**src/rtl/ps2_mouse_decoder.sv**
```systemverilog
// ps2_mouse_decoder
// Receive-only PS/2 mouse front end. It synchronizes the raw PS/2 lines and
// deframes 11-bit device-to-host frames. It assembles 3-byte stream-mode
// packets and keeps an absolute cursor position clamped to the screen.
//
// Optional feature macro: MOUSE_PARITY_CHECK_EN
//   defined   - a frame whose data bits plus parity bit are not odd is rejected
//   undefined - the parity bit is consumed and ignored
//
// Output semantics: data_ready is a one-cycle strobe. When it is high,
// mouse_x/mouse_y/left_click/right_click already hold the new packet's
// values. Those values stay stable until the next strobe. There is no
// back-pressure: the consumer must latch the outputs on the strobe.
// The frame FSM state is visible on the internal signal frame_state.
module ps2_mouse_decoder #(
   parameter int SCREEN_W       = 640,
   parameter int SCREEN_H       = 480,
   parameter int TIMEOUT_CYCLES = 100000
) (
   input  logic        clk,
   input  logic        rst,
   input  logic        ps2_clk,
   input  logic        ps2_data,
   output logic        data_ready,
   output logic        left_click,
   output logic        right_click,
   output logic [15:0] mouse_x,
   output logic [15:0] mouse_y,
   output logic        frame_error
);

   localparam int              TW           = $clog2(TIMEOUT_CYCLES + 1);
   localparam logic [TW-1:0]   TIMEOUT_LAST = TW'(TIMEOUT_CYCLES - 1);
   localparam logic signed [17:0] X_MAX     = 18'(SCREEN_W - 1);
   localparam logic signed [17:0] Y_MAX     = 18'(SCREEN_H - 1);

   typedef enum logic [1:0] {
      ST_IDLE   = 2'd0,
      ST_DATA   = 2'd1,
      ST_PARITY = 2'd2,
      ST_STOP   = 2'd3
   } frame_state_t;

   frame_state_t frame_state;

   // Synchronizer and edge-detect registers
   logic ps2_clk_s1, ps2_clk_s2, ps2_clk_prev;
   logic ps2_data_s1, ps2_data_s2;
   logic ps2_fall;

   // Frame and packet state
   logic [7:0]    shift_reg;
   logic [2:0]    bit_cnt;
   logic          parity_good;
   logic [1:0]    byte_idx;
   logic          b0_left, b0_right, b0_xsign, b0_ysign, b0_xovf, b0_yovf;
   logic [7:0]    byte1;
   logic [TW-1:0] to_cnt;
   logic          packet_active;
   logic          parity_now;

   // Position update datapath
   logic signed [17:0] dx, dy, x_sum, y_sum;
   logic [15:0]        x_next, y_next;

   // Two-flop synchronizers plus one edge-detect stage; lines idle high
   always_ff @(posedge clk) begin
      if (rst) begin
         ps2_clk_s1   <= 1'b1;
         ps2_clk_s2   <= 1'b1;
         ps2_clk_prev <= 1'b1;
         ps2_data_s1  <= 1'b1;
         ps2_data_s2  <= 1'b1;
      end else begin
         ps2_clk_s1   <= ps2_clk;
         ps2_clk_s2   <= ps2_clk_s1;
         ps2_clk_prev <= ps2_clk_s2;
         ps2_data_s1  <= ps2_data;
         ps2_data_s2  <= ps2_data_s1;
      end
   end

   assign ps2_fall      = ps2_clk_prev & ~ps2_clk_s2;
   assign packet_active = (frame_state != ST_IDLE) || (byte_idx != 2'd0);

`ifdef MOUSE_PARITY_CHECK_EN
   // Odd parity over the eight data bits and the incoming parity bit
   assign parity_now = ^{shift_reg, ps2_data_s2};
`else
   // The parity bit is consumed but never rejects a frame
   assign parity_now = 1'b1;
`endif

   // Next cursor position from the buffered deltas, clamped to the screen
   always_comb begin
      dx     = b0_xovf ? 18'sd0 : {{10{b0_xsign}}, byte1};
      dy     = b0_yovf ? 18'sd0 : {{10{b0_ysign}}, shift_reg};
      x_sum  = $signed({2'b00, mouse_x}) + dx;
      y_sum  = $signed({2'b00, mouse_y}) - dy;
      x_next = x_sum[15:0];
      y_next = y_sum[15:0];
      if (x_sum < 18'sd0)
         x_next = 16'd0;
      else if (x_sum > X_MAX)
         x_next = 16'(SCREEN_W - 1);
      if (y_sum < 18'sd0)
         y_next = 16'd0;
      else if (y_sum > Y_MAX)
         y_next = 16'(SCREEN_H - 1);
   end

   // Frame FSM, packet assembly, timeout and registered outputs
   always_ff @(posedge clk) begin
      if (rst) begin
         frame_state <= ST_IDLE;
         shift_reg   <= 8'd0;
         bit_cnt     <= 3'd0;
         parity_good <= 1'b0;
         byte_idx    <= 2'd0;
         b0_left     <= 1'b0;
         b0_right    <= 1'b0;
         b0_xsign    <= 1'b0;
         b0_ysign    <= 1'b0;
         b0_xovf     <= 1'b0;
         b0_yovf     <= 1'b0;
         byte1       <= 8'd0;
         to_cnt      <= '0;
         data_ready  <= 1'b0;
         frame_error <= 1'b0;
         left_click  <= 1'b0;
         right_click <= 1'b0;
         mouse_x     <= 16'(SCREEN_W / 2);
         mouse_y     <= 16'(SCREEN_H / 2);
      end else begin
         data_ready  <= 1'b0;
         frame_error <= 1'b0;
         if (ps2_fall) begin
            // Any edge restarts the idle count, even in a cycle that would time out
            to_cnt <= '0;
            case (frame_state)
               ST_IDLE: begin
                  if (!ps2_data_s2) begin
                     frame_state <= ST_DATA;
                     bit_cnt     <= 3'd0;
                  end
               end
               ST_DATA: begin
                  shift_reg <= {ps2_data_s2, shift_reg[7:1]};
                  bit_cnt   <= bit_cnt + 3'd1;
                  if (bit_cnt == 3'd7)
                     frame_state <= ST_PARITY;
               end
               ST_PARITY: begin
                  parity_good <= parity_now;
                  frame_state <= ST_STOP;
               end
               ST_STOP: begin
                  frame_state <= ST_IDLE;
                  if (!ps2_data_s2 || !parity_good) begin
                     frame_error <= 1'b1;
                     byte_idx    <= 2'd0;
                  end else begin
                     case (byte_idx)
                        2'd0: begin
                           // Bytes without the sync bit cannot start a packet
                           if (shift_reg[3]) begin
                              b0_left  <= shift_reg[0];
                              b0_right <= shift_reg[1];
                              b0_xsign <= shift_reg[4];
                              b0_ysign <= shift_reg[5];
                              b0_xovf  <= shift_reg[6];
                              b0_yovf  <= shift_reg[7];
                              byte_idx <= 2'd1;
                           end
                        end
                        2'd1: begin
                           byte1    <= shift_reg;
                           byte_idx <= 2'd2;
                        end
                        default: begin
                           mouse_x     <= x_next;
                           mouse_y     <= y_next;
                           left_click  <= b0_left;
                           right_click <= b0_right;
                           data_ready  <= 1'b1;
                           byte_idx    <= 2'd0;
                        end
                     endcase
                  end
               end
               default: frame_state <= ST_IDLE;
            endcase
         end else if (packet_active) begin
            if (to_cnt == TIMEOUT_LAST) begin
               to_cnt      <= '0;
               frame_state <= ST_IDLE;
               byte_idx    <= 2'd0;
               frame_error <= 1'b1;
            end else begin
               to_cnt <= to_cnt + TW'(1);
            end
         end else begin
            to_cnt <= '0;
         end
      end
   end

endmodule

```
**config.mk**
```make
export PLATFORM = sky130hd
export DESIGN_NAME = ps2_mouse_decoder
export DESIGN_NICKNAME = d
export VERILOG_FILES = /design/src/rtl/ps2_mouse_decoder.sv
export SDC_FILE = /design/constraint.sdc
export NUM_CORES = 1
export LEC_CHECK = 0
export CAP_MARGIN = 20
export CORE_AREA = 4 4 114 116
export CTS_BUF_LIST = sky130_fd_sc_hd__clkbuf_8
export CTS_CLUSTER_DIAMETER = 150
export CTS_CLUSTER_SIZE = 12
export DETAILED_ROUTE_END_ITERATION = 16
export DIE_AREA = 0 0 118 120
export PLACE_DENSITY = 0.68
export SYNTH_ARGS = -nofsm -noshare
export SYNTH_HDL_FRONTEND = slang
export SYNTH_SLANG_ARGS = --single-unit
```
**constraint.sdc**
```tcl
create_clock -name clk -period 3.95 [get_ports clk]
set_input_delay 0.9875 -clock clk [delete_from_list [all_inputs] [get_ports clk]]
set_output_delay 0.9875 -clock clk [all_outputs]
set_load 0.03 [all_outputs]
```
==> results of run 1 <==
kinds of logic after synthesis:
group / count (synthesis)
flip-flops: 88
multiplexers: 21
buffers and inverters: 53
AO/OA/AOI/OAI: 147
XOR/XNOR: 33
AND/OR/NAND/NOR: 253
adder cells (fa/ha/maj): 36
power by group:
part	switching, W	total [W]	internal [W]
clock network	0.000352	0.000715	0.000363
logic	0.0000155	0.0000213	0.00000580
registers	0.00000112	0.000890	0.000888
total	0.000369	0.00163	0.00126
layer usage:
layer | track usage (%) | vias to the layer above | wire (um)
li1 | - | 2314 | -
met1 | 22.5 | 2175 | 5720
met2 | 29.0 | 90 | 5820
met3 | 3.25 | 15 | 412
met4 | 5.86 | 0 | 180
met5 | 0 | - | 0
cell usage after synthesis, drive strengths merged, types with 3 or more instances:
master    n
or3       7
a31oi    10
nand3    15
nor3     13
nand2    62
mux2i    20
a221oi    6
o22ai     3
a21o      5
o21ai    19
xor2     15
o21a      4
o31ai     6
inv      24
nand4    10
nand2b   16
dfxtp    88
a221o     6
or2       9
xnor2    18
ha       33
buf      13
nor2     67
a21oi    50
o211ai    9
and2      4
and3     14
clkbuf   16
o2111ai   3
nor2b    18
stage by stage:
stage          worst slack [ns]  std cells  utilization (%)  hold slack, ns
2_1_floorplan             0.992        631                -           0.389
3_3_place_gp              0.706        791             48.4           0.396
3_5_place_dp              0.623        791             48.4           0.397
4_1_cts                   0.584        807             50.3           0.424
5_1_grt                   0.246        808             50.4           0.438
6_report                  0.566        808             50.4           0.417
area by class of cell:
type | instances | area [um2]
inverters | 24 | 90.1
clock buffers | 9 | 124
well taps | 147 | 184
repair buffers | 43 | 415
multi-input cells | 490 | 3330
clock inverters | 7 | 103
flip-flops and latches | 88 | 1760
fillers | 1157 | 5910
worst min-delay path by stage:
stage | cells past startpoint | end | start | slack [ns]
detailed placement | 1 | ps2_data_s2 | ps2_data_s1 | 0.40
floorplan | 1 | ps2_clk_s2 | ps2_clk_s1 | 0.39
global placement | 1 | ps2_data_s2 | ps2_data_s1 | 0.40
CTS | 1 | ps2_data_s2 | ps2_data_s1 | 0.42
finish | 1 | ps2_data_s2 | ps2_data_s1 | 0.42
global route | 1 | ps2_data_s2 | ps2_data_s1 | 0.44
==> reports/summary.md, run 1 <==
After clock tree synthesis, the setup repair step added 0 buffers. In the final layout, the registers with the most flip-flops are to_cnt (17), mouse_x (16), mouse_y (16). The signed area change from the synthesized netlist to the final layout is 12.9%, and the number of enable-type register cells in the synthesized netlist is 0. Entering global routing, the biggest net connects 35 pins. The global route total overflow was 0; the static leakage power was 2.22 nW. Once the floorplan was initialized, standard cells occupied 44.6% of the core. Once the clock tree was built, the resizer swapped 0 gates to a different size. The number of maximum-capacitance constraint violations was 0; the setup slack of the most critical reg-to-reg path was 0.57 ns. The number of buffer and inverter instances along the worst setup path was 1. The register with the most flip-flops in the layout has 17 of them. Dividing the final minimum period by the clock period gives 85.7%. The critical path starts at b0_xovf. The clock reaches the later pin of the worst-skew pair after 0.37 ns.

The class of the tightest hold or removal check is reg2reg. The routability congestion estimate is 0.878, and the detailed-router iteration count before antenna repair is 5. The die is 118 um wide. The number of antenna cells inserted is 0.

Dividing the detail-routed wire length by the instance count gives 15.0 um. Mapped cell area: 5320 um2. The library cell occupying the most area in the post-synthesis netlist was sky130_fd_sc_hd__dfxtp_1. The floorplan has 40 rows. For the post-synthesis cell count, the log shows 631. The top fanout value on the critical path works out to 11. The critical path's slowest cell was sky130_fd_sc_hd__o211a_1. The run gives 12.1 mm as the total wirelength of the detailed-routed design. The number of vias per cell works out to 5.69. Summing the areas of all fa, ha and maj instances in the mapped netlist gives 8.71% of the synthesized area. The final-report max-slew violation count is 0, and the post-synthesis register bit count is 88.

The tools report the endpoint class of the critical path as a flip-flop. The area share of and/or/nand/nor cells after synthesis works out to 24.4%. The library cell used most frequently in the layout, excluding fill and tap cells, is sky130_fd_sc_hd__dfxtp_1.

When the netlist entered floorplanning its net count stood at 670. The number of ports placed on the die boundary was 40; the total power divided by cell area was 271 nW/um2. The worst register-to-register path ends at mouse_x[1].

Yosys printed 0 warnings. Floorplan core area: 11900 um2. The clock root buffer master is sky130_fd_sc_hd__clkbuf_8.

The die is 120 um tall. The slew at the pin closest to its max-slew limit came out at 0.688 ns. The most used flip-flop cell after synthesis is sky130_fd_sc_hd__dfxtp_1. The main combinational cell family by area after synthesis was simple AND/OR/NAND/NOR gates. The number of buffers created by CTS was 9. Broken down by cell family, the worst path's largest delay share belongs to compound AO/OA/AOI/OAI gates.

Cells with a size suffix above 1 make up 7.72% of the layout. Setup violations remaining at the end of the flow were counted as 0. Power comes to 0.00163 W. Reg-to-reg critical path startpoint: b0_xovf. Counting along the longest clock path gives a buffer depth of 2.

The critical path goes through nor2b_1 > ha_1 > inv_1 > fa_1 > nor2b_1 > o211ai_2 > a21oi_1 > a211o_1 > mux2i_1 > o211ai_1 > a2111oi_2 > o211a_1 > a31oi_1. The tools report the critical path launch point type as a flip-flop. Detailed routing inserted a total of 4594 vias. TritonCTS built the clock tree. More flip-flops sit in one register than any other, and that register is to_cnt. The most critical setup path has its endpoint at mouse_x[1]. The number of clock sinks is 88. The depth of the worst register-to-register path works out to 13. The flow ran to the end, and the final reports show no timing, DRC or antenna violations. The number of antenna violations at the first check in global routing came out at 0. After routing the design area is 6000 um2. The worst path needs 3.38 ns of the cycle, external delays included. The placed wire-length estimate after detailed placement is 9.03 mm, and the aggregate global-route resource usage is 17.3%. Of the post-synthesis cell area, the part taken by muxes is 3.98%. The placed standard-cell area is 5770 um2, and the DRC violation total after the first TritonRoute iteration is 267.

The critical path class was reg2reg. In the layout the commonest cells are 88 x sky130_fd_sc_hd__dfxtp_1, 67 x sky130_fd_sc_hd__nor2_1, 62 x sky130_fd_sc_hd__nand2_1. Sequential cells were found to cover 33.1% of the synthesized design area. Data on the critical path arrives at its endpoint at 3.63 ns.

The synthesized netlist devotes 19.7% of its cell area to compound gates. Setup repair after global routing left no endpoint under its margin. The data required time of the critical path is 4.19 ns, and the post-synthesis area per instance is 8.43 um2. VDD sags by at most 0.224 mV. For the largest clock skew in the final design, the log shows 0.00946 ns. The clock tree synthesis step divided the H-tree into 3 levels. The count of hold buffers inserted by post-cts repair is 0.

The hold violation total from the final report is 0, and the maximum single-stage delay on the critical path is 0.45 ns. The achievable clock frequency was 296 MHz. Clock-pin slew was measured on the worst setup and hold paths at 0.09 ns.

Input and output buffers added on the ports amount to 39. The remaining max-slew budget at the tightest pin was 54.0%; the logic depth of the worst path, buffers included was 13. In this run the biggest area consumer among cell types represents 33.1% of the synthesized area.

After synthesis, the cell types taking the most area are sky130_fd_sc_hd__dfxtp_1 33%, sky130_fd_sc_hd__ha_1 7.8%, sky130_fd_sc_hd__nor2_1 4.7%. The residual antenna-violating net count after detailed routing is 0, and the distinct cell type count after synthesis is 82. The logs give 14200 um2 for the total die area and 0 ns for the final-layout setup total negative slack. The run gives 4363 as the number of global-route vias before repair. The cell repeated most along the worst path was sky130_fd_sc_hd__nor2b_1.

At the end of the flow, the number of nets in the layout was 695. The tools report the post-route DRC violation count as 0. Counting flops with an async set or reset pin after synthesis yields a share of 0%. The first global-routing pass estimated 20.7 mm of wire. After Yosys synthesis, XOR and XNOR cells account for 5.79% of the synthesized area.
Power figures use the tool's default switching activity.
==> run 2: changes to the inputs <==
CORE_AREA = 4 4 99 101   (was 4 4 114 116)
DIE_AREA = 0 0 103 105   (was 0 0 118 120)
PLACE_DENSITY = 0.86   (was 0.68)
==> reports/summary.md, run 2 (synthesized netlist as in run 1, its figures left out) <==
Data on the critical path is required at its endpoint by 4.24 ns. The total power consumption of the routed design is 0.00163 W. The worst register-to-register path begins at shift_reg[0]. The count of buffers from port buffering was 39; the setup slack of the most critical reg-to-reg path was 0.51 ns.

Dividing the detail-routed via count by the number of cells gives 6.11. The run finished with clean final reports. Along the worst path, the maximum fanout reaches 5. Routability-driven placement finished with a final weighted congestion of 0.935. The number of buffers created by CTS was 9. The achievable clock frequency came out at 291 MHz. Setup repair after global routing left no endpoint under its margin. Measured in cells, the most critical reg-to-reg path has a length of 12. The worst setup path is of the reg2reg kind.

The class of the tightest hold or removal check is reg2reg. The flip-flop count of the largest register after layout was 17; the number of ports placed on the die boundary was 40. The region available for standard cell placement spans 9020 um2. Number of buffer and inverter instances along the worst setup path: 1.

STA classifies the critical path startpoint as a flip-flop. Among all stages on the critical path, the largest delay is contributed by sky130_fd_sc_hd__a311oi_1. Traced cell by cell, the critical path runs through nor2b_1 > ha_1 > inv_1 > fa_1 > a211oi_1 > o21ai_1 > a311oi_1 > o2111ai_1 > nor2b_1 > and4bb_2 > or2_1 > o211ai_1. The signed area change from the synthesized netlist to the final layout came out at 11.9%. The slew at the pin closest to its max-slew limit is 0.721 ns.

The routed design could run at a clock period as short as 3.44 ns. For the DRC violation total after the first TritonRoute iteration, the log shows 225. Counting flops per register, the top entry is to_cnt.

For this block, the via count after detailed routing is 4707. The proportion of layout cells with a drive suffix above 1 was 7.58%. For this configuration, the core starts out at a cell density of 58.9%. The worst hold path terminates at ps2_data_s2.

The top cell types in the final layout, fill and taps aside, are 88 x sky130_fd_sc_hd__dfxtp_1, 67 x sky130_fd_sc_hd__nor2_1, 62 x sky130_fd_sc_hd__nand2_1. The library cell used most frequently in the layout, excluding fill and tap cells, is sky130_fd_sc_hd__dfxtp_1. Clock latency on the worst-skew pair, taken at its later pin, is 0.36 ns. Entering global routing, the biggest net connects 36 pins. The worst-case IR drop observed on VDD is 0.211 mV. In the global route stage, overall resource usage came out at 23.4%. The tools report the hold path startpoint as ps2_data_s1.

In the final layout, the registers with the most flip-flops are to_cnt (17), mouse_x (16), mouse_y (16). The routed wire length per instance is 15.8 um, and the detailed-router iteration count before antenna repair is 5. The die is 103 um wide. The worst endpoint data arrival time was 3.73 ns. Count of standard-cell rows: 35. Setup violations remaining at the end of the flow were counted as 0. The total power divided by cell area came out at 274 nW/um2. The die covers 10800 um2. The tools report the number of clock sinks as 88.

The tree is rooted in a sky130_fd_sc_hd__clkbuf_8. In this run the cell area measured after placement is 5720 um2. For this design the static power due to leakage is 2.21 nW. With fillers left out, the area of the finished cells amounts to 5950 um2. Worst flop-to-flop path endpoint: mouse_y[7]. By instance count, the cell type seen most on the critical path is sky130_fd_sc_hd__nor2b_1. The wire length of the first global-routing pass is 20.9 mm. For the net count of the finished layout, the log shows 694. The register clock-pin slew on the reported worst setup and hold paths works out to 0.10 ns.

After clock tree synthesis, the setup repair step added 0 buffers. The cell type group with the largest total delay on the critical path was compound AO/OA/AOI/OAI gates. The remaining max-slew budget at the tightest pin is 51.8%.

The tools report the hold violation total from the final report as 0. The repair_antennas step left the layout with diodes totalling 0. The tools report the total wirelength of the detailed-routed design as 12.2 mm. The residual antenna-violating net count after detailed routing is 0, and the fill cell total of the finished layout is 736. The logs give 0 for the post-route DRC violation count and 0 ns for the final-layout setup total negative slack.

The worst-case clock buffer depth was 2; the y dimension of the die was 105 um. The run gives 0 as the number of antenna violations at the first check in global routing. Endpoint class of the critical path: a flip-flop.

The number of gates resized after CTS was 0. The final critical-path share of the clock period is 87.1%, and the placed wire-length estimate after detailed placement is 8.84 mm. The final-report max-slew violation count was 0. The logic depth of the worst path, buffers included was 12. Cell depth of the worst hold path: 1.

The number of global-route vias before repair is 4506, and the number of maximum-capacitance constraint violations is 0. For this run, the slowest stage of the critical path takes 0.53 ns. The logs give 3 for the level count of the clock H-tree and 0 for the count of hold buffers inserted by post-cts repair. Clock skew on the completed layout was measured at 0.0107 ns. TritonCTS built the clock tree. The worst hold margin came out at 0.418 ns. Summed over all layers, the global routing overflow is 0.
==> run 2: report_power, final <==
group / internal (W) / switching (W)
clock: 0.000377 / 0.000341
combinational: 0.00000516 / 0.0000151
sequential: 0.000888 / 0.00000120
total: 0.00127 / 0.000358
==> run 2: final cells by class <==
class / count / area (um2) / area share [%]
Multi-Input combinational cell: 490 / 3330 / 55.9
Sequential cell: 88 / 1760 / 29.6
Timing Repair Buffer: 42 / 408 / 6.85
Tap cell: 111 / 139 / 2.33
Clock buffer: 10 / 138 / 2.31
Clock inverter: 6 / 90.1 / 1.51
Inverter: 24 / 90.1 / 1.51
==> run 2: worst max-delay path by stage <==
stage	start	endpoint	slack, ns
after floorplan	mouse_x[0]	mouse_x[1]	0.99
after global placement	shift_reg[0]	mouse_y[8]	0.75
after detailed placement	shift_reg[0]	mouse_y[8]	0.57
after CTS	shift_reg[0]	mouse_y[7]	0.57
after global routing	b0_xovf	mouse_x[8]	0.27
final	shift_reg[0]	mouse_y[7]	0.51
==> run 2: metal layers <==
layer	GRT usage (%)	wire [um]	up-vias	share of wire, %
met5	0	0	-	0
met4	8.23	258	0	2.1
met3	3.81	647	25	5.3
met2	38.9	6020	141	49
met1	30.4	5250	2233	43
li1	-	-	2308	-
==> run 2: stage by stage <==
stage,util (%),setup slack [ns],cells
floorplan,-,0.992,631
global placement,63.4,0.754,754
detailed placement,63.4,0.571,754
CTS,65.9,0.566,770
global route,66.0,0.274,771
finish,66.0,0.511,771
